## config.mk

```make
export PLATFORM = sky130hd
export DESIGN_NAME = friscv_pmp_encoder
export DESIGN_NICKNAME = d
export VERILOG_FILES = /design/src/rtl/friscv_pmp_encoder.sv
export SDC_FILE = /design/constraint.sdc
export NUM_CORES = 1
export LEC_CHECK = 0
export BUFFER_PORTS_ARGS = -buffer_cell sky130_fd_sc_hd__clkbuf_2
export CAP_MARGIN = 20
export CORE_ASPECT_RATIO = 1.5
export CORE_UTILIZATION = 45
export DETAILED_ROUTE_END_ITERATION = 6
export GPL_ROUTABILITY_DRIVEN = 0
export PLACE_DENSITY = 0.74
export SLEW_MARGIN = 20
export SYNTH_ARGS = -nofsm -noshare
export SYNTH_HDL_FRONTEND = slang
export SYNTH_SLANG_ARGS = --single-unit
```

## constraint.sdc

```tcl
create_clock -name aclk -period 2.95 [get_ports aclk]
set_input_delay 0.1475 -clock aclk [delete_from_list [all_inputs] [get_ports aclk]]
set_output_delay 0.1475 -clock aclk [all_outputs]
set_load 0.1 [all_outputs]
```

## src/rtl/friscv_pmp_encoder.sv

```systemverilog
// Converts a naturally aligned {base, log2 size} region into a pmpaddr/pmpcfg pair (NA4 or NAPOT).
// Latency: 1 cycle for NA4 or errors, k-2 cycles for NAPOT; result held until rsp_ready.
module friscv_pmp_encoder #(
   parameter int XLEN = 32,
   parameter int RLEN = XLEN + 2
) (
   input  logic            aclk,
   input  logic            aresetn,
   input  logic            req_valid,
   output logic            req_ready,
   input  logic [RLEN-1:0] req_base,
   input  logic [5:0]      req_size,
   input  logic [2:0]      req_perm,
   input  logic            req_lock,
   output logic            rsp_valid,
   input  logic            rsp_ready,
   output logic [XLEN-1:0] rsp_pmpaddr,
   output logic [7:0]      rsp_pmpcfg,
   output logic            rsp_error
);

   typedef enum logic [1:0] {
      S_IDLE,
      S_ENCODE,
      S_RESP
   } state_e;

   state_e          state_q, state_d;
   logic [RLEN-1:0] base_q, base_d;
   logic [5:0]      size_q, size_d;
   logic [2:0]      perm_q, perm_d;
   logic            lock_q, lock_d;
   logic [XLEN-1:0] addr_q, addr_d;
   logic [5:0]      cnt_q, cnt_d;
   logic [XLEN-1:0] pmpaddr_q, pmpaddr_d;
   logic [7:0]      pmpcfg_q, pmpcfg_d;
   logic            error_q, error_d;

   logic [RLEN-1:0] low_mask;
   logic            bad;

   // Shift saturates to all-ones mask when k >= RLEN; k > RLEN is rejected anyway.
   assign low_mask = ~({RLEN{1'b1}} << size_q);
   assign bad      = (size_q < 6'd2) || (size_q > 6'(RLEN)) || ((base_q & low_mask) != '0);

   always_comb begin
      state_d   = state_q;
      base_d    = base_q;
      size_d    = size_q;
      perm_d    = perm_q;
      lock_d    = lock_q;
      addr_d    = addr_q;
      cnt_d     = cnt_q;
      pmpaddr_d = pmpaddr_q;
      pmpcfg_d  = pmpcfg_q;
      error_d   = error_q;
      case (state_q)
         S_IDLE: begin
            if (req_valid) begin
               base_d  = req_base;
               size_d  = req_size;
               perm_d  = req_perm;
               lock_d  = req_lock;
               addr_d  = req_base[RLEN-1:2];
               cnt_d   = 6'd0;
               state_d = S_ENCODE;
            end
         end
         S_ENCODE: begin
            if (bad) begin
               pmpaddr_d = '0;
               pmpcfg_d  = 8'h00;
               error_d   = 1'b1;
               state_d   = S_RESP;
            end else if (size_q == 6'd2) begin
               pmpaddr_d = addr_q;
               pmpcfg_d  = {lock_q, 2'b00, 2'b10, perm_q};
               error_d   = 1'b0;
               state_d   = S_RESP;
            end else if (cnt_q < size_q - 6'd3) begin
               // One trailing-ones bit per cycle; bit k-3 stays 0 due to alignment.
               addr_d = addr_q | (XLEN'(1) << cnt_q);
               cnt_d  = cnt_q + 6'd1;
            end else begin
               pmpaddr_d = addr_q;
               pmpcfg_d  = {lock_q, 2'b00, 2'b11, perm_q};
               error_d   = 1'b0;
               state_d   = S_RESP;
            end
         end
         S_RESP: begin
            if (rsp_ready) begin
               state_d = S_IDLE;
            end
         end
         default: state_d = S_IDLE;
      endcase
   end

   always_ff @(posedge aclk or negedge aresetn) begin
      if (!aresetn) begin
         state_q   <= S_IDLE;
         base_q    <= '0;
         size_q    <= 6'd0;
         perm_q    <= 3'd0;
         lock_q    <= 1'b0;
         addr_q    <= '0;
         cnt_q     <= 6'd0;
         pmpaddr_q <= '0;
         pmpcfg_q  <= 8'h00;
         error_q   <= 1'b0;
      end else begin
         state_q   <= state_d;
         base_q    <= base_d;
         size_q    <= size_d;
         perm_q    <= perm_d;
         lock_q    <= lock_d;
         addr_q    <= addr_d;
         cnt_q     <= cnt_d;
         pmpaddr_q <= pmpaddr_d;
         pmpcfg_q  <= pmpcfg_d;
         error_q   <= error_d;
      end
   end

   assign req_ready   = (state_q == S_IDLE);
   assign rsp_valid   = (state_q == S_RESP);
   assign rsp_pmpaddr = pmpaddr_q;
   assign rsp_pmpcfg  = pmpcfg_q;
   assign rsp_error   = error_q;

endmodule

```

==> results of run 1 <==
## final cells by class
| type | instances | area, µm² |
|---|---|---|
| sequential | 123 | 3080 |
| tap | 156 | 195 |
| fill | 1025 | 4860 |
| timing repair inverter | 1 | 5.00 |
| clock inverter | 11 | 96.3 |
| clock buffer | 20 | 467 |
| inverter | 14 | 68.8 |
| timing repair buffer | 165 | 1220 |
| multi-input combinational | 427 | 2650 |
## registers in the layout, summed over array words and instances (netlist names)
register / cells
lock_q: 1
rsp_pmpaddr: 32
base_q: 34
perm_q: 3
state_q: 2
rsp_pmpcfg: 6
size_q: 6
addr_q: 32
cnt_q: 6
rsp_error: 1
## placed cells by master (no fill, tap or decap), types with 19 or more instances in the layout
| master | synthesis | routed |
|---|---|---|
| nor2_1 | 33 | 32 |
| clkbuf_2 | 0 | 87 |
| nor3_1 | 31 | 31 |
| dlygate4sd3_1 | 0 | 46 |
| a22o_1 | 38 | 38 |
| o21ai_0 | 32 | 32 |
| nand2_1 | 149 | 148 |
| buf_4 | 2 | 23 |
| o22ai_1 | 19 | 19 |
| dfrtp_1 | 123 | 120 |
## timing repair
| item | CTS | global route |
|---|---|---|
| resized for setup | 5 | 26 |
| hold endpoints to repair | 85 | 0 |
| endpoints found under the setup margin | 52 | 77 |
| gates cloned | 0 | 3 |
| hold buffers | 46 | 0 |
| buffers inserted | 0 | 2 |
| pin swaps | 0 | 10 |
## per-stage QoR
stage | cell area [µm²] | setup TNS (ns) | total power (µW)
after floorplan | 5940 | 0 | 4670
after global placement | 6580 | 0 | 5430
after detailed placement | 6580 | -0.167 | 5530
after CTS | 7620 | 0 | 7610
after global routing | 7780 | -1.97 | 8320
final | 7780 | 0 | 7910
## power groups by stage
stage	Combinational, µW	Clock (µW)	Sequential [µW]
3_3_place_gp	2630	0	2800
2_1_floorplan	2010	0	2670
4_1_cts	2810	1990	2800
3_5_place_dp	2720	0	2820
6_report	3050	2000	2860
5_1_grt	3310	2100	2910
## worst max path at each step
stage                             endpoint  slack, ns                  start  depth (start not counted)
6_report       rsp_pmpaddr[16]$_DFFE_PN0P_       0.03  size_q[0]$_DFFE_PN0P_                         10
5_1_grt         rsp_pmpaddr[5]$_DFFE_PN0P_      -0.07  size_q[0]$_DFFE_PN0P_                         10
4_1_cts               cnt_q[4]$_DFFE_PN0P_      0.003  size_q[4]$_DFFE_PN0P_                         12
3_5_place_dp          cnt_q[4]$_DFFE_PN0P_      -0.03  size_q[4]$_DFFE_PN0P_                         12
3_3_place_gp        state_q[1]$_DFFE_PN0P_       0.05  size_q[0]$_DFFE_PN0P_                         10
2_1_floorplan   rsp_pmpaddr[0]$_DFFE_PN0P_      0.003  size_q[1]$_DFFE_PN0P_                         12
## per-layer routing
| layer | vias to the layer above | part of all wire | GRT usage |
|---|---|---|---|
| met1 | 2665 | 0.38 | 0.336 |
| met2 | 276 | 0.50 | 0.456 |
| met4 | 0 | 0.067 | 0.206 |
| met5 | - | 0 | 0 |
| met3 | 98 | 0.056 | 0.0604 |
| li1 | 2454 | - | - |
## logic make-up after synthesis
group           after synthesis  synth area share
buf+inv                      58            0.0447
mux                           1           0.00170
compound gates              157             0.207
simple gates                247             0.182
other cells                   1          0.000638
fa+ha+maj                    17            0.0362
flops                       123             0.524
xor+xnor                      3           0.00447
==> impl_results.md, run 1 <==
* FMAX at 343 MHz
* Max-slew violations at 0
* Fraction of registers with async set or reset after synthesis at 1.00
* Status: complete, no violations
* Root Buffer: clkbuf_16
* Finished Layout Cells at between 900 and 1000
* IO Port Bufs at 88
* Sw power at 3190 µW
* Clock power share at 0.252
* Slew @ Worst Pin at 0.947 ns
* Pin count of the biggest net entering global routing at 57
* Vias in the first global route at approximately 5500
* Clock Skew at 0.00944 ns
* Worst min path class: in2async
* Die W at approximately 95 µm
* H-tree levels at 4
* Via/cell ratio at 5.99
* Critical path's slowest cell: dfrtp_2
* Seq pwr share at 0.362
* Sequential cell area fraction in the yosys report at 0.524
* Chip height at 142 µm
* Routed Antenna Nets at 0
* R2R setup slack at 0.03 ns
* Origin of the critical flop-to-flop path: size_q[0]$_DFFE_PN0P_
* Worst Path Buf+Inv at 2
* WL final at 18700 µm
* # rows at 50
* Fin nets at 814
* Relative slew slack at 0.366
* P&R area growth vs syn at 32.4%
* CP max stage delay at 0.46 ns
* Most frequent cell after synthesis: nand2_1
* Core area at 12600 µm²
* Final Util at 0.616
* Crit share post-route at 0.989
* Synth Warn # at 0
* Worst Path Arrival at 3.27 ns
* Initial DRC Count at 378
* Peak VDD IR at ~0.00088 V
* Final Setup Violations at 0
* Setup Crit Path Kind: reg2reg
* Top area cells in the synthesized netlist: dfrtp_1, nand2_1, a22o_1
* Logic gate share of total power at 0.386
* Worst setup margin at approximately 0.032 ns
* Fin. Hold Viols at 0
* Pint at 4710 µW
* CTS tree: built
* Worst hold slack at 0.253 ns
* Worst setup EP type: flop
* Syn avg cell area at slightly below 10 µm²
* Post-synth EDFFs at 0
* TritonRoute pass-1 iters at 5
* Yosys top cell area share at 0.524
* Starting Density at 0.465
* CTS Sinks at 123
* Synth Flop Type: dfrtp_1
* Critical R2R Capture: rsp_pmpaddr[16]$_DFFE_PN0P_
* R2r worst-path depth at 10
* Via count at approximately 5500
* Setup WS pre-CTS at -0.0269 ns
* # placed instances at ~840
* Switching share of power at 0.404
* Ports at about 90
* FF+latch count, synth at between 100 and 150
* Drt wl/cell at 20.4 µm
* Max-cap viol count at 0
* Clk slew on worst S/H paths at 0.06 ns
* ANT cells at 0
* HPWL Detailed at around 12000 µm
* Cell Area, Synth at 5880 µm²
* Gr usage total at 0.286
* CP max FO at 37
* Crit path time final at 2.92 ns
* Synthesized instance count at 607
* Worst-Skew Late Latency at about 0.43 ns
* RSZ-0062 raised after global routing: yes
* CP Data Required Time at 3.30 ns
* CTS buffer count at 17
* CTS Buffer Depth at 2
* DRC Markers at 0
* Share of layout cells above drive strength 1 at 0.247
* Netlist cell types at 56
* Critical-path cell list: inv_4, ha_4, or3b_1, a2111oi_4, o32a_1, o2111ai_2, or3_4, nor3_4, buf_12, a22o_1
* Synth cell count leaders: nand2_1, dfrtp_1, a22o_1
* CP startpoint kind: flop
* Leak pwr at around 0.0037 µW
* PD cells at 1020 nW/µm²
* Area leader, netlist: dfrtp_1
* CP top delay family: simple AND/OR/NAND/NOR gates
* Area of the die at about 14000 µm²
* First-pass GRT wire length at about 29000 µm
* Initial antenna violation count at 0
* Congestion Overflow GR at 0
(Power assumes the default switching activity.)
==> run 2, diff against run 1 <==
--- a/config.mk
+++ b/config.mk
@@ -5,12 +5,12 @@
 export SDC_FILE = /design/constraint.sdc
 export NUM_CORES = 1
 export LEC_CHECK = 0
-export BUFFER_PORTS_ARGS = -buffer_cell sky130_fd_sc_hd__clkbuf_2
+export BUFFER_PORTS_ARGS = -buffer_cell sky130_fd_sc_hd__buf_4
 export CAP_MARGIN = 20
 export CORE_ASPECT_RATIO = 1.5
 export CORE_UTILIZATION = 45
 export DETAILED_ROUTE_END_ITERATION = 6
-export GPL_ROUTABILITY_DRIVEN = 0
+export MAX_ROUTING_LAYER = met4
 export PLACE_DENSITY = 0.74
 export SLEW_MARGIN = 20
 export SYNTH_ARGS = -nofsm -noshare
==> impl_results.md, run 2 (synthesis gave the netlist of run 1 again) <==
* PD cells at 1010 nW/µm² (-0.78%)
* CTS tree: built
* Fin. Hold Viols at 0 (unchanged)
* Initial antenna violation count at 1 (+1)
* Pin count of the biggest net entering global routing at 56 (-1.8%)
* Crit path time final at 2.93 ns (+0.00936 ns)
* Setup Crit Path Kind: reg2reg
* Relative slew slack at 0.539 (+0.173)
* Worst-Skew Late Latency at 0.42 ns (about the same)
* DRC Markers at 0 (unchanged)
* Core area at 12600 µm² (unchanged)
* CP Data Required Time at 3.30 ns (about the same)
* CTS Buffer Depth at 2 (unchanged)
* CP max FO at 5 (-86%)
* Root Buffer: clkbuf_16
* Via count at 5507 (+0.25%)
* Vias in the first global route at 5367 (-2.4%)
* TritonRoute pass-1 iters at 5 (unchanged)
* Drt wl/cell at 21.3 µm (+4.4%)
* FF/Latch Area at 3080 µm² (unchanged)
* RSZ-0062 raised after global routing: yes
* Chip height at 142 µm (unchanged)
* Setup TNS at 0 ns (unchanged)
* H-tree levels at 4 (unchanged)
* Finished Layout Cells at 929 (+1.3%)
* WL final at 19800 µm (+5.8%)
* HPWL Detailed at 12500 µm (+3.5%)
* Ports at 91 (unchanged)
* Worst min path class: in2async
* # placed instances at 835 (unchanged)
* Max-slew violations at 0 (unchanged)
* Via/cell ratio at 5.93 (-1.0%)
* Final Wtd Congestion at 0.947
* Commonest non-fill, non-tap cell in the layout: nand2_1
* P&R area growth vs syn at 40.2%
* Crit share post-route at 0.992 (+0.00317)
* CP startpoint kind: flop
* Biggest register: base_q
* Area of the multi-input gates at 2650 µm² (about the same)
* Worst setup EP type: flop
* Starting Density at 0.465 (unchanged)
* Clk slew on worst S/H paths at 0.06 ns (about the same)
* # rows at 50 (unchanged)
* Commonest cells after routing, fill and taps aside: nand2_1, dfrtp_1, buf_4
* Max-cap viol count at 0 (unchanged)
* First-pass GRT wire length at 28900 µm (+0.48%)
* CTS Sinks at 123 (unchanged)
* Area of the die at 13500 µm² (unchanged)
* Worst Path Arrival at 3.27 ns (about the same)
* Final Util at 0.652 (+0.0363)
* FMAX at 342 MHz (-0.32%)
* Initial DRC Count at 485 (+28%)
* Slew @ Worst Pin at 0.690 ns (-0.257 ns)
* CTS buffer count at 17 (unchanged)
* Fillers at 991 (-3.3%)
* IO Port Bufs at 88 (unchanged)
* Fin nets at 823 (+1.1%)
* Share of layout cells above drive strength 1 at 0.258 (+0.0114)
* Clock Skew at 0.00814 ns (-0.00130 ns)
* Status: complete, no violations
* Final Setup Violations at 0 (unchanged)
* Leak pwr at 0.00390 µW (+4.7%)
* Largest register FFs at 34 (unchanged)
* Routed Antenna Nets at 0 (unchanged)
* Gr usage total at 0.298 (+0.0123)
* Congestion Overflow GR at 0 (unchanged)
* Peak VDD IR at 0.000749 V (-15%)
* Die W at 95.3 µm (unchanged)
==> run 2: cell count changes in the layout (fill, tap and decap cells not counted), sizes merged <==
| cell | before | now |
|---|---|---|
| buf | 31 | 125 |
| clkbuf | 108 | 22 |
| inv | 13 | 17 |
| bufinv | 2 | 5 |
| clkinv | 6 | 3 |
| clkinvlp | 5 | 2 |
| diode | 0 | 3 |
==> run 2: timing repair <==
item	CTS	global route
hold endpoints to repair	77	0
hold buffers	46	0
setup endpoints to repair	41	77
gates cloned	0	6
setup buffers	0	7
resized for setup	3	21
pin swaps	1	21
==> run 2: metal layers <==
metal | wire (µm) | GRT usage | up-vias
li1 | - | - | 2480
met1 | 7650 | 0.355 | 2686
met2 | 10000 | 0.482 | 270
met3 | 1100 | 0.0459 | 71
met4 | 1030 | 0.157 | 0
met5 | 0 | - | -
==> run 2: where the power goes <==
part	internal [µW]	total (µW)	switching, µW
combinational	1300	3160	1850
sequential	2250	2820	571
clock	1530	2330	807
==> run 2: per-stage QoR <==
| stage | cell area (µm²) | setup slack [ns] | hold WS, ns | total power (µW) |
|---|---|---|---|---|
| 2_1_floorplan | 5940 | 0.00336 | -0.148 | 4670 |
| 3_3_place_gp | 6830 | 0.00979 | 0.106 | 5560 |
| 3_5_place_dp | 6830 | -0.0713 | 0.112 | 5650 |
| 4_1_cts | 7950 | 0.0174 | 0.217 | 8040 |
| 5_1_grt | 8240 | -0.0918 | 0.250 | 8710 |
| 6_report | 8240 | 0.0226 | 0.205 | 8310 |
==> run 2: cell type report <==
type | count | area share
antenna | 3 | 0.000911
clock buffer | 18 | 0.0533
clock inverter | 13 | 0.0260
inverter | 14 | 0.00668
multi-input combinational | 427 | 0.321
sequential | 123 | 0.374
tap | 156 | 0.0237
timing repair buffer | 175 | 0.194
==> run 2: critical path, cell delays in order, from the launching register on <==
cell       delay (ns)
dfrtp_2          0.47
inv_2            0.11
ha_4             0.13
or3b_4           0.39
a2111oi_4        0.29
o32a_1           0.19
o2111ai_2        0.12
or3_4            0.46
nor3_4           0.20
buf_6            0.18
clkbuf_16        0.16
a22o_1           0.16
==> run 2: path summary, 6_finish.rpt <==
path	start	end	slack, ns	depth (start not counted)
max	size_q[1]$_DFFE_PN0P_	rsp_pmpaddr[0]$_DFFE_PN0P_	0.02	11
min	aresetn	rsp_pmpaddr[29]$_DFFE_PN0P_	0.21	2
max reg2reg	size_q[1]$_DFFE_PN0P_	rsp_pmpaddr[0]$_DFFE_PN0P_	0.02	11
min reg2reg	perm_q[1]$_DFFE_PN0P_	perm_q[1]$_DFFE_PN0P_	0.48	2
max in group asynchronous	aresetn	addr_q[0]$_DFFE_PN0P_	1.91	3
min in group aclk	req_valid	cnt_q[3]$_DFFE_PN0P_	0.28	4
